File: src/rtl/div_pkg.sv
// div_pkg
// Shared definitions for the iterative divider: FSM state encoding,
// default datapath width, and the quotient returned on divide-by-zero.
package div_pkg;

  localparam int DIV_WIDTH = 32;

  // All-ones quotient reported when the divisor is zero.
  localparam logic [DIV_WIDTH-1:0] DIV_ZERO_Q = '1;

  typedef enum logic [1:0] {
    DIV_IDLE = 2'd0,
    DIV_CALC = 2'd1,
    DIV_DONE = 2'd2
  } div_state_e;

endpackage

File: src/rtl/div_step.sv
// div_step
// One combinational radix-2 restoring division iteration.
// Ports:
//   rem_in       partial remainder from the previous iteration (WIDTH+1 bits)
//   dividend_bit next dividend bit shifted into the remainder
//   divisor      divisor magnitude
//   rem_out      partial remainder after this iteration
//   q_bit        quotient bit produced by this iteration
module div_step
  import div_pkg::*;
#(
  parameter int WIDTH = DIV_WIDTH
) (
  input  logic [WIDTH:0]   rem_in,
  input  logic             dividend_bit,
  input  logic [WIDTH-1:0] divisor,
  output logic [WIDTH:0]   rem_out,
  output logic             q_bit
);

  logic [WIDTH+1:0] rem_shift;
  logic [WIDTH+1:0] divisor_ext;

  // The incoming remainder is always below the divisor, so its top bit is
  // zero and the shifted value cannot exceed 2*divisor-1. The subtracted
  // result therefore always fits back into WIDTH+1 bits.
  always_comb begin
    rem_shift   = {rem_in, dividend_bit};
    divisor_ext = (WIDTH+2)'(divisor);
    q_bit       = (rem_shift >= divisor_ext);
    if (q_bit) begin
      rem_out = (WIDTH+1)'(rem_shift - divisor_ext);
    end else begin
      rem_out = (WIDTH+1)'(rem_shift);
    end
  end

endmodule

File: src/rtl/div_iter.sv
// div_iter
// Iterative radix-2 restoring divider for div.w / div.wu / mod.w / mod.wu.
// Takes one signed or unsigned divide per request and produces a quotient
// (truncated toward zero) and remainder (sign of the dividend) after a fixed
// WIDTH iterations, independent of operand values.
// Ports:
//   clk, reset   clock and synchronous active-high reset
//   div_valid    request present          div_ready  idle, can accept
//   div_signed   two's-complement operands when 1
//   x, y         dividend, divisor
//   cancel       abort any in-flight work (only reset has higher priority)
//   out_valid    result valid             out_ready  consumer accepts result
//   quotient     registered quotient      remainder  registered remainder
module div_iter
  import div_pkg::*;
#(
  parameter int WIDTH = DIV_WIDTH
) (
  input  logic             clk,
  input  logic             reset,
  input  logic             div_valid,
  output logic             div_ready,
  input  logic             div_signed,
  input  logic [WIDTH-1:0] x,
  input  logic [WIDTH-1:0] y,
  input  logic             cancel,
  output logic             out_valid,
  input  logic             out_ready,
  output logic [WIDTH-1:0] quotient,
  output logic [WIDTH-1:0] remainder
);

  localparam int CNT_W = (WIDTH > 1) ? $clog2(WIDTH) : 1;
  localparam logic [CNT_W-1:0] LAST_STEP = CNT_W'(WIDTH - 1);
  localparam logic [WIDTH-1:0] ZERO_Q = {WIDTH{DIV_ZERO_Q[0]}};

  div_state_e state, state_next;

  // The dividend register doubles as the quotient register: each step shifts
  // the consumed dividend bit out of the top and the new quotient bit in at
  // the bottom, so after WIDTH steps it holds the full quotient magnitude.
  logic [WIDTH-1:0] dq;
  logic [WIDTH-1:0] divisor_mag;
  logic [WIDTH:0]   rem;
  logic [CNT_W-1:0] count;
  logic             q_neg;
  logic             r_neg;
  logic             y_zero;
  logic [WIDTH-1:0] x_raw;

  logic             accept;
  logic             finish;
  logic [WIDTH:0]   step_rem;
  logic             step_q;
  logic [WIDTH-1:0] x_mag;
  logic [WIDTH-1:0] y_mag;
  logic [WIDTH-1:0] q_mag;
  logic [WIDTH-1:0] r_mag;

  div_step #(
    .WIDTH(WIDTH)
  ) u_step (
    .rem_in       (rem),
    .dividend_bit (dq[WIDTH-1]),
    .divisor      (divisor_mag),
    .rem_out      (step_rem),
    .q_bit        (step_q)
  );

  // State register.
  always_ff @(posedge clk) begin
    if (reset) begin
      state <= DIV_IDLE;
    end else begin
      state <= state_next;
    end
  end

  // Next-state and handshake decode. Cancel overrides everything, so it also
  // suppresses acceptance and the final result load.
  always_comb begin
    state_next = state;
    div_ready  = 1'b0;
    out_valid  = 1'b0;
    accept     = 1'b0;
    finish     = 1'b0;
    case (state)
      DIV_IDLE: begin
        div_ready = 1'b1;
        if (div_valid && !cancel) begin
          accept     = 1'b1;
          state_next = DIV_CALC;
        end
      end
      DIV_CALC: begin
        if (count == LAST_STEP) begin
          finish     = !cancel;
          state_next = DIV_DONE;
        end
      end
      DIV_DONE: begin
        out_valid = 1'b1;
        if (out_ready) begin
          state_next = DIV_IDLE;
        end
      end
      default: begin
        state_next = DIV_IDLE;
      end
    endcase
    if (cancel) begin
      state_next = DIV_IDLE;
    end
  end

  // Operand magnitudes and final sign correction. The most negative dividend
  // maps to itself under negation, which is exactly its unsigned magnitude,
  // so signed overflow falls out of the unsigned datapath without a special case.
  always_comb begin
    x_mag = (div_signed && x[WIDTH-1]) ? -x : x;
    y_mag = (div_signed && y[WIDTH-1]) ? -y : y;
    q_mag = {dq[WIDTH-2:0], step_q};
    r_mag = step_rem[WIDTH-1:0];
  end

  // Datapath registers: load on accept, iterate in CALC, publish the result
  // on the last step.
  always_ff @(posedge clk) begin
    if (reset) begin
      dq          <= '0;
      divisor_mag <= '0;
      rem         <= '0;
      count       <= '0;
      q_neg       <= 1'b0;
      r_neg       <= 1'b0;
      y_zero      <= 1'b0;
      x_raw       <= '0;
      quotient    <= '0;
      remainder   <= '0;
    end else if (accept) begin
      dq          <= x_mag;
      divisor_mag <= y_mag;
      rem         <= '0;
      count       <= '0;
      q_neg       <= div_signed & (x[WIDTH-1] ^ y[WIDTH-1]);
      r_neg       <= div_signed & x[WIDTH-1];
      y_zero      <= (y == '0);
      x_raw       <= x;
    end else if (state == DIV_CALC && !cancel) begin
      dq    <= q_mag;
      rem   <= step_rem;
      count <= count + CNT_W'(1);
      if (finish) begin
        if (y_zero) begin
          quotient  <= ZERO_Q;
          remainder <= x_raw;
        end else begin
          quotient  <= q_neg ? -q_mag : q_mag;
          remainder <= r_neg ? -r_mag : r_mag;
        end
      end
    end
  end

endmodule

File: config.mk
export PLATFORM = sky130hd
export DESIGN_NAME = div_iter
export DESIGN_NICKNAME = d
export VERILOG_FILES = /design/src/rtl/div_pkg.sv /design/src/rtl/div_step.sv /design/src/rtl/div_iter.sv
export SDC_FILE = /design/constraint.sdc
export NUM_CORES = 1
export LEC_CHECK = 0
export ABC_AREA = 1
export BUFFER_PORTS_ARGS = -buffer_cell sky130_fd_sc_hd__buf_2
export CAP_MARGIN = 10
export CORE_MARGIN = 4
export CORE_UTILIZATION = 60
export DETAILED_ROUTE_END_ITERATION = 7
export PLACE_DENSITY = 0.81
export SLEW_MARGIN = 30
export SYNTH_ARGS = -nofsm -noshare
export SYNTH_HDL_FRONTEND = slang
export SYNTH_SLANG_ARGS = --single-unit
File: constraint.sdc
create_clock -name clk -period 8.6 [get_ports clk]
set_input_delay 0 -clock clk [delete_from_list [all_inputs] [get_ports clk]]
set_output_delay 0 -clock clk [all_outputs]
set_load 0.01 [all_outputs]
Word-level counts from Yosys, hierarchy flattened
Index checks and enable logic that the tools add are counted.
{"block": "word_totals", "ff_bits": 203, "inputBits": 70, "output_inout_bits": 66}
{"block": "op_classes", "n_eq_ne": 6, "bitwise_logic": 4, "magnitude_cmp": 1, "muxes": 19, "add_sub_neg": 6, "reduce_logical": 12}
{"operator": "32-bit two-way mux", "count": 8}
{"operator": "32-bit negator", "count": 4}
{"operator": "34-bit by 32-bit >= comparator with 1-bit output", "count": 1}
{"operator": "33-bit two-way mux", "count": 1}
{"operator": "33-bit by 32-bit subtractor with 33-bit output", "count": 1}
{"operator": "32-bit logical NOT", "count": 1}
{"operator": "1-bit two-way mux", "count": 6}
{"operator": "2-bit two-way mux", "count": 3}
{"operator": "2-bit != test, second input constant", "count": 3}
{"operator": "2-bit case mux with 3 select lines", "count": 1}
{"operator": "3-bit AND reduction", "count": 2}
{"operator": "5-bit by 1-bit adder with 5-bit output, second input constant", "count": 1}
{"operator": "5-bit equality test, second input constant", "count": 1}
{"operator": "1-bit logical AND", "count": 4}
{"operator": "2-bit OR reduction", "count": 2}
{"operator": "1-bit AND", "count": 2}
{"operator": "2-bit by 1-bit equality test with 1-bit output, second input constant", "count": 1}
{"operator": "2-bit equality test, second input constant", "count": 1}
{"operator": "2-bit logical NOT", "count": 1}
{"operator": "2-bit nonzero test", "count": 1}
{"operator": "1-bit logical NOT", "count": 1}
{"operator": "1-bit inverter", "count": 1}
{"operator": "1-bit XOR", "count": 1}

Longest topological paths before layout
{"block": "logic_depth", "word_depth": 6, "mapped_depth": 29, "mapped_depth_nobuf": 27}

Hierarchy
Synthesis repeated with hierarchy kept, for this count alone.
{"block": "unflattened", "hier_cells": 2481, "hier_area_um2": 14611.5}
{"module": "div_iter", "area_per_inst_um2": 11333.4, "cells_each": 1784, "n_inst": 1}
{"module": "div_step", "area_per_inst_um2": 3278.1, "cells_each": 697, "n_inst": 1}

Least setup slack after synthesis
OpenSTA, ideal clock, no wires.
{"block": "synth_path", "path_kind": "reg-to-reg", "startpoint": "reg dq[31]", "endpoint": "reg quotient[30]", "setup_time_ps": 117, "t_required_ps": 8483, "path_stages_with_launch": 27, "path_buffers": 2, "arrival_time_ps": 3758, "path_slack_ps": 4725, "path_cell_list": "dfxtp_1 inv_1 ha_1 inv_1 fa_1 nand3_1 nand3_2 nand2_2 nand2_2 nand2_4 nand2_8 buf_12 inv_1 buf_6 ha_1 nand2_1 nor3_1 nand3_1 nor3_1 nand3_1 o21ai_0 o21ai_0 nor2_1 o21ai_0 xor2_1 o221ai_1 inv_1"}
{"block": "synth_via", "elab_chain_cells": 4}
{"item": "start: declaration", "line": "div_iter.sv:42", "text": "logic [WIDTH-1:0] dq;"}
{"item": "start signal: assignment", "line": "div_iter.sv:141", "text": "dq <= x_mag;"}
{"item": "start signal: assignment", "line": "div_iter.sv:150", "text": "dq <= q_mag;"}
{"item": "34-bit by 32-bit >= comparator with 1-bit output", "line": "div_step.sv:30", "text": "q_bit = (rem_shift >= divisor_ext);"}
{"item": "32-bit negator", "line": "div_iter.sv:158", "text": "quotient <= q_neg ? -q_mag : q_mag;"}
{"item": "32-bit two-way mux", "line": "div_iter.sv:158"}
{"item": "32-bit two-way mux", "line": "div_iter.sv:154", "text": "if (y_zero) begin"}
{"item": "end signal: assignment", "line": "div_iter.sv:158"}
{"item": "end: declaration", "line": "div_iter.sv:29", "text": "output logic [WIDTH-1:0] quotient,"}
No other way between the ends.
A chain may end at the register's enable or synchronous reset.

Worst setup path after layout
{"block": "layout_path", "startpoint": "reg rem[10]", "endpoint": "reg quotient[30]"}
{"block": "layout_via", "elab_chain_cells": 4}
{"item": "start: declaration", "line": "div_iter.sv:44", "text": "logic [WIDTH:0] rem;"}
{"item": "start signal: assignment", "line": "div_iter.sv:151", "text": "rem <= step_rem;"}
{"item": "34-bit by 32-bit >= comparator with 1-bit output", "line": "div_step.sv:30"}
{"item": "32-bit negator", "line": "div_iter.sv:158"}
{"item": "32-bit two-way mux", "line": "div_iter.sv:158"}
{"item": "32-bit two-way mux", "line": "div_iter.sv:154"}
No other way between the ends.

==> impl_summary.txt <==
----------------------------------------------------
[Run]
  Max-capacitance violation count ... 0

[Global route]
  First-pass GRT wire length ... about 79000 µm
  Number of antenna violations at the first check in global routing ... 0
  Largest net degree at the start of global routing ... between 90 and 100
  Grt ovf ... 0
  Total GRT Usage ... 37.9%
  Vias in the first global route ... roughly 15000

[Floorplan]
  Vertical die dimension ... 161 µm
  # rows ... 55
  Number of placed I/O pins ... 136
  Initial Utilization ... 61.6%
  CORE AREA ... ~23000 µm²
  X dimension of the die ... 161 µm
  Die Footprint ... 26000 µm²

[Place]
  Routability-driven placement congestion ratio ... 1.05
  Total of buffers placed on input and output ports ... 135
  Worst slack after detailed placement ... 3.57 ns
  Post-placement cell count ... 2617
  Hpwl dp ... 37600 µm
  Post-Place Cell Area ... 14800 µm²

[CTS]
  Clk root buf ... sky130_fd_sc_hd__clkbuf_16
  Clock insertion delay at the later pin of the skew report ... 0.53 ns
  Number of resized instances in the post-cts repair step ... 0
  Maximum number of buffers from clock root to sink ... 3
  Cts-stage hold buffer count ... 70
  Clock transition time at the flip-flop clock pins of the worst setup and hold paths ... 0.07 ns
  Total number of H-tree levels ... 1
  Number of clock sinks ... 203
  Post-CTS Setup Bufs ... 0
  Total CTS buffers ... 23
  TritonCTS clock tree ... built

[Yosys]
  Synthesized area per cell ... 6.27 µm²
  Area leader, netlist ... sky130_fd_sc_hd__dfxtp_1
  Count leader, synth ... sky130_fd_sc_hd__nand2_1
  Cell count after synthesis ... 2251
  Number of distinct library cells after synthesis ... 60
  Seq cells post-synth ... 203
  Portion of the post-synthesis area used by sequential elements ... 28.8%
  Synthesized Nets ... 2360
  Post-synth top area share ... 28.8%
  Number of synthesized flops with an enable pin ... 0
  FFs w/ async S/R, synth ... 0%
  Combined area of all synthesized cells ... 14100 µm²
  Commonest cells post-synth ... sky130_fd_sc_hd__nand2_1 (542), sky130_fd_sc_hd__inv_1 (359), sky130_fd_sc_hd__dfxtp_1 (203)
  Main synth FF type ... sky130_fd_sc_hd__dfxtp_1
  Area contributors post-synth ... sky130_fd_sc_hd__dfxtp_1 (29%), sky130_fd_sc_hd__nand2_1 (14%), sky130_fd_sc_hd__inv_1 (9.6%)
  Count of yosys warnings during synthesis ... 0

[Timing]
  Ratio of final minimum period to clock period ... around three fifths
  RSZ-0062 raised after global routing ... false
  Final Slew Violations ... 0
  Largest clock skew in the final design ... 0.0240 ns
  Worst slew margin relative to its limit ... 36.5%
  Endpoints failing setup ... 0
  Smallest setup slack after layout ... 3.47 ns
  Max Freq ... 0.195 GHz
  Transition time of the tightest slew-check pin ... 0.951 ns
  Summed negative setup slack over all endpoints ... 0 ns
  Crit path time final ... 5.13 ns
  Final Hold Viols ... 0
  Post-route worst hold slack ... roughly 0.032 ns

[Power and ir drop]
  Power Density ... 189 nW/µm²
  Worst supply voltage drop on vdd ... 0.153 mV
  Static leakage ... 8.12 nW
  Sum of internal, switching and leakage power ... 3.08 mW

[Final layout]
  Design Area, Final ... 16300 µm²
  Area growth from synthesis to final layout ... 15.6%
  Non-filler instance count after layout ... roughly 2700
  Antenna diodes ... 0
  Final design utilization ... 71.1%
  Ratio of cells with drive above 1 in the final layout ... 11.2%
  Net count of the finished layout ... 2508
  Area taken by multi-input logic gates ... 8210 µm²
  Fill cell count ... ~2000
  Sequential cell area ... 4060 µm²

[Min path]
  Tightest Hold Check Type ... input pin to flop

[Critical path]
  Classification of the worst setup path ... flop to flop
  Maximum net fanout on the critical path ... a little under 50
  CP startpoint kind ... flop
  Critical path data required time ... 9.00 ns
  Critical Path Sink Type ... flop
  CP arrival ... ~5.5 ns

[Route]
  DRT iter0 DRCs ... 1889
  Post-Route WL ... 51500 µm
  Drt first pass iters ... 7
  Number of nets still failing antenna checks after routing ... 0
  DRC errors left ... 0
  Routed wire length per instance ... 18.9 µm
  Routed vias/inst ... 5.93
  Via count of the routed design ... 16100

[Run status]
  Result of the run ... finished clean

----------------------------------------------------
[cell families (layout without fill, tap and decap cells)]
logic type | Yosys count | after routing | synth area share [%]
AO/OA/AOI/OAI | 490 | 490 | 20.2
adder cells (fa/ha/maj) | 39 | 39 | 3.51
buffers and inverters | 465 | 625 | 13.1
XOR/XNOR | 41 | 41 | 2.55
AND/OR/NAND/NOR | 1013 | 1013 | 31.9
flip-flops | 203 | 203 | 28.8
[worst max-delay path: stages (launching register included)]
cell                       delay, ns
sky130_fd_sc_hd__dfxtp_1        0.42
sky130_fd_sc_hd__ha_1           0.31
sky130_fd_sc_hd__nand2_1        0.13
sky130_fd_sc_hd__nor2_1         0.11
sky130_fd_sc_hd__nand2_1        0.14
sky130_fd_sc_hd__nor3_2         0.05
sky130_fd_sc_hd__nand2_1        0.09
sky130_fd_sc_hd__nand2_2        0.07
sky130_fd_sc_hd__nor2_4         0.52
sky130_fd_sc_hd__nand2_8        0.37
sky130_fd_sc_hd__inv_1          0.40
sky130_fd_sc_hd__ha_1           0.24
sky130_fd_sc_hd__nand2_1        0.08
sky130_fd_sc_hd__nor3_1         0.23
sky130_fd_sc_hd__nand3_1        0.15
sky130_fd_sc_hd__nor3_1         0.34
sky130_fd_sc_hd__nand3_1        0.17
sky130_fd_sc_hd__o21ai_0        0.27
sky130_fd_sc_hd__o21ai_0        0.18
sky130_fd_sc_hd__nor2_1         0.19
sky130_fd_sc_hd__o21ai_0        0.13
sky130_fd_sc_hd__xor2_1         0.18
sky130_fd_sc_hd__o221ai_1       0.15
sky130_fd_sc_hd__inv_1          0.05
[layout by cell type (no fill, tap or decap), types with 11 or more instances in the layout]
cell	n
sky130_fd_sc_hd__nor2_2	12
sky130_fd_sc_hd__nor3_1	40
sky130_fd_sc_hd__a21oi_1	175
sky130_fd_sc_hd__xnor2_1	13
sky130_fd_sc_hd__ha_1	38
sky130_fd_sc_hd__inv_1	357
sky130_fd_sc_hd__o21ai_0	150
sky130_fd_sc_hd__o21ai_1	12
sky130_fd_sc_hd__o22ai_1	19
sky130_fd_sc_hd__nand4_1	19
sky130_fd_sc_hd__nand2_1	542
sky130_fd_sc_hd__buf_2	135
sky130_fd_sc_hd__nand2_2	22
sky130_fd_sc_hd__dlygate4sd3_1	70
sky130_fd_sc_hd__o211ai_1	43
sky130_fd_sc_hd__nor2_1	165
sky130_fd_sc_hd__buf_4	14
sky130_fd_sc_hd__xor2_1	28
sky130_fd_sc_hd__a31oi_1	26
sky130_fd_sc_hd__nand3_1	140
sky130_fd_sc_hd__dfxtp_1	203
sky130_fd_sc_hd__o221ai_1	13
sky130_fd_sc_hd__clkbuf_16	23
sky130_fd_sc_hd__and3_1	11
[final cells by class]
cell class / instances / area share, %
clock buffer: 29 / 3.98
clock inverter: 8 / 0.775
inverter: 369 / 8.50
multi-input combinational: 1583 / 50.3
sequential: 203 / 24.9
tap: 313 / 2.40
timing repair buffer: 219 / 9.09
[report_power, final]
group,total (mW),internal [mW],switching [mW]
registers,1.01,0.975,0.0325
clock network,1.03,0.619,0.413
logic,1.04,0.309,0.730
total,3.08,1.90,1.18
[per-layer routing]
layer  GRT usage [%]  routed length [µm]  up-vias
met3            8.65                6540      128
met1            53.9               21400     7444
met2            57.9               22000      923
li1                -                   -     7647
met4            10.6                1560        0
met5               0                   0        -
[final timing paths]
| kind | from | slack, ns | endpoint | cells after the start |
|---|---|---|---|---|
| max | rem[10]$_SDFFE_PP0P_ | 3.47 | quotient[30]$_SDFFE_PP0P_ | 23 |
| min | div_signed | 0.03 | dq[31]$_SDFFE_PP0P_ | 4 |
| max reg2reg | rem[10]$_SDFFE_PP0P_ | 3.47 | quotient[30]$_SDFFE_PP0P_ | 23 |
| min reg2reg | count[2]$_SDFFE_PP0P_ | 0.46 | count[2]$_SDFFE_PP0P_ | 1 |
[registers in the layout, summed over array words and instances, names as in the netlist]
signal and flops:
count 5, q_neg 1, rem 33, divisor_mag 32, quotient 32, y_zero 1, remainder 32, r_neg 1
x_raw 32, state 2, dq 32
(Power assumes the default switching activity.)
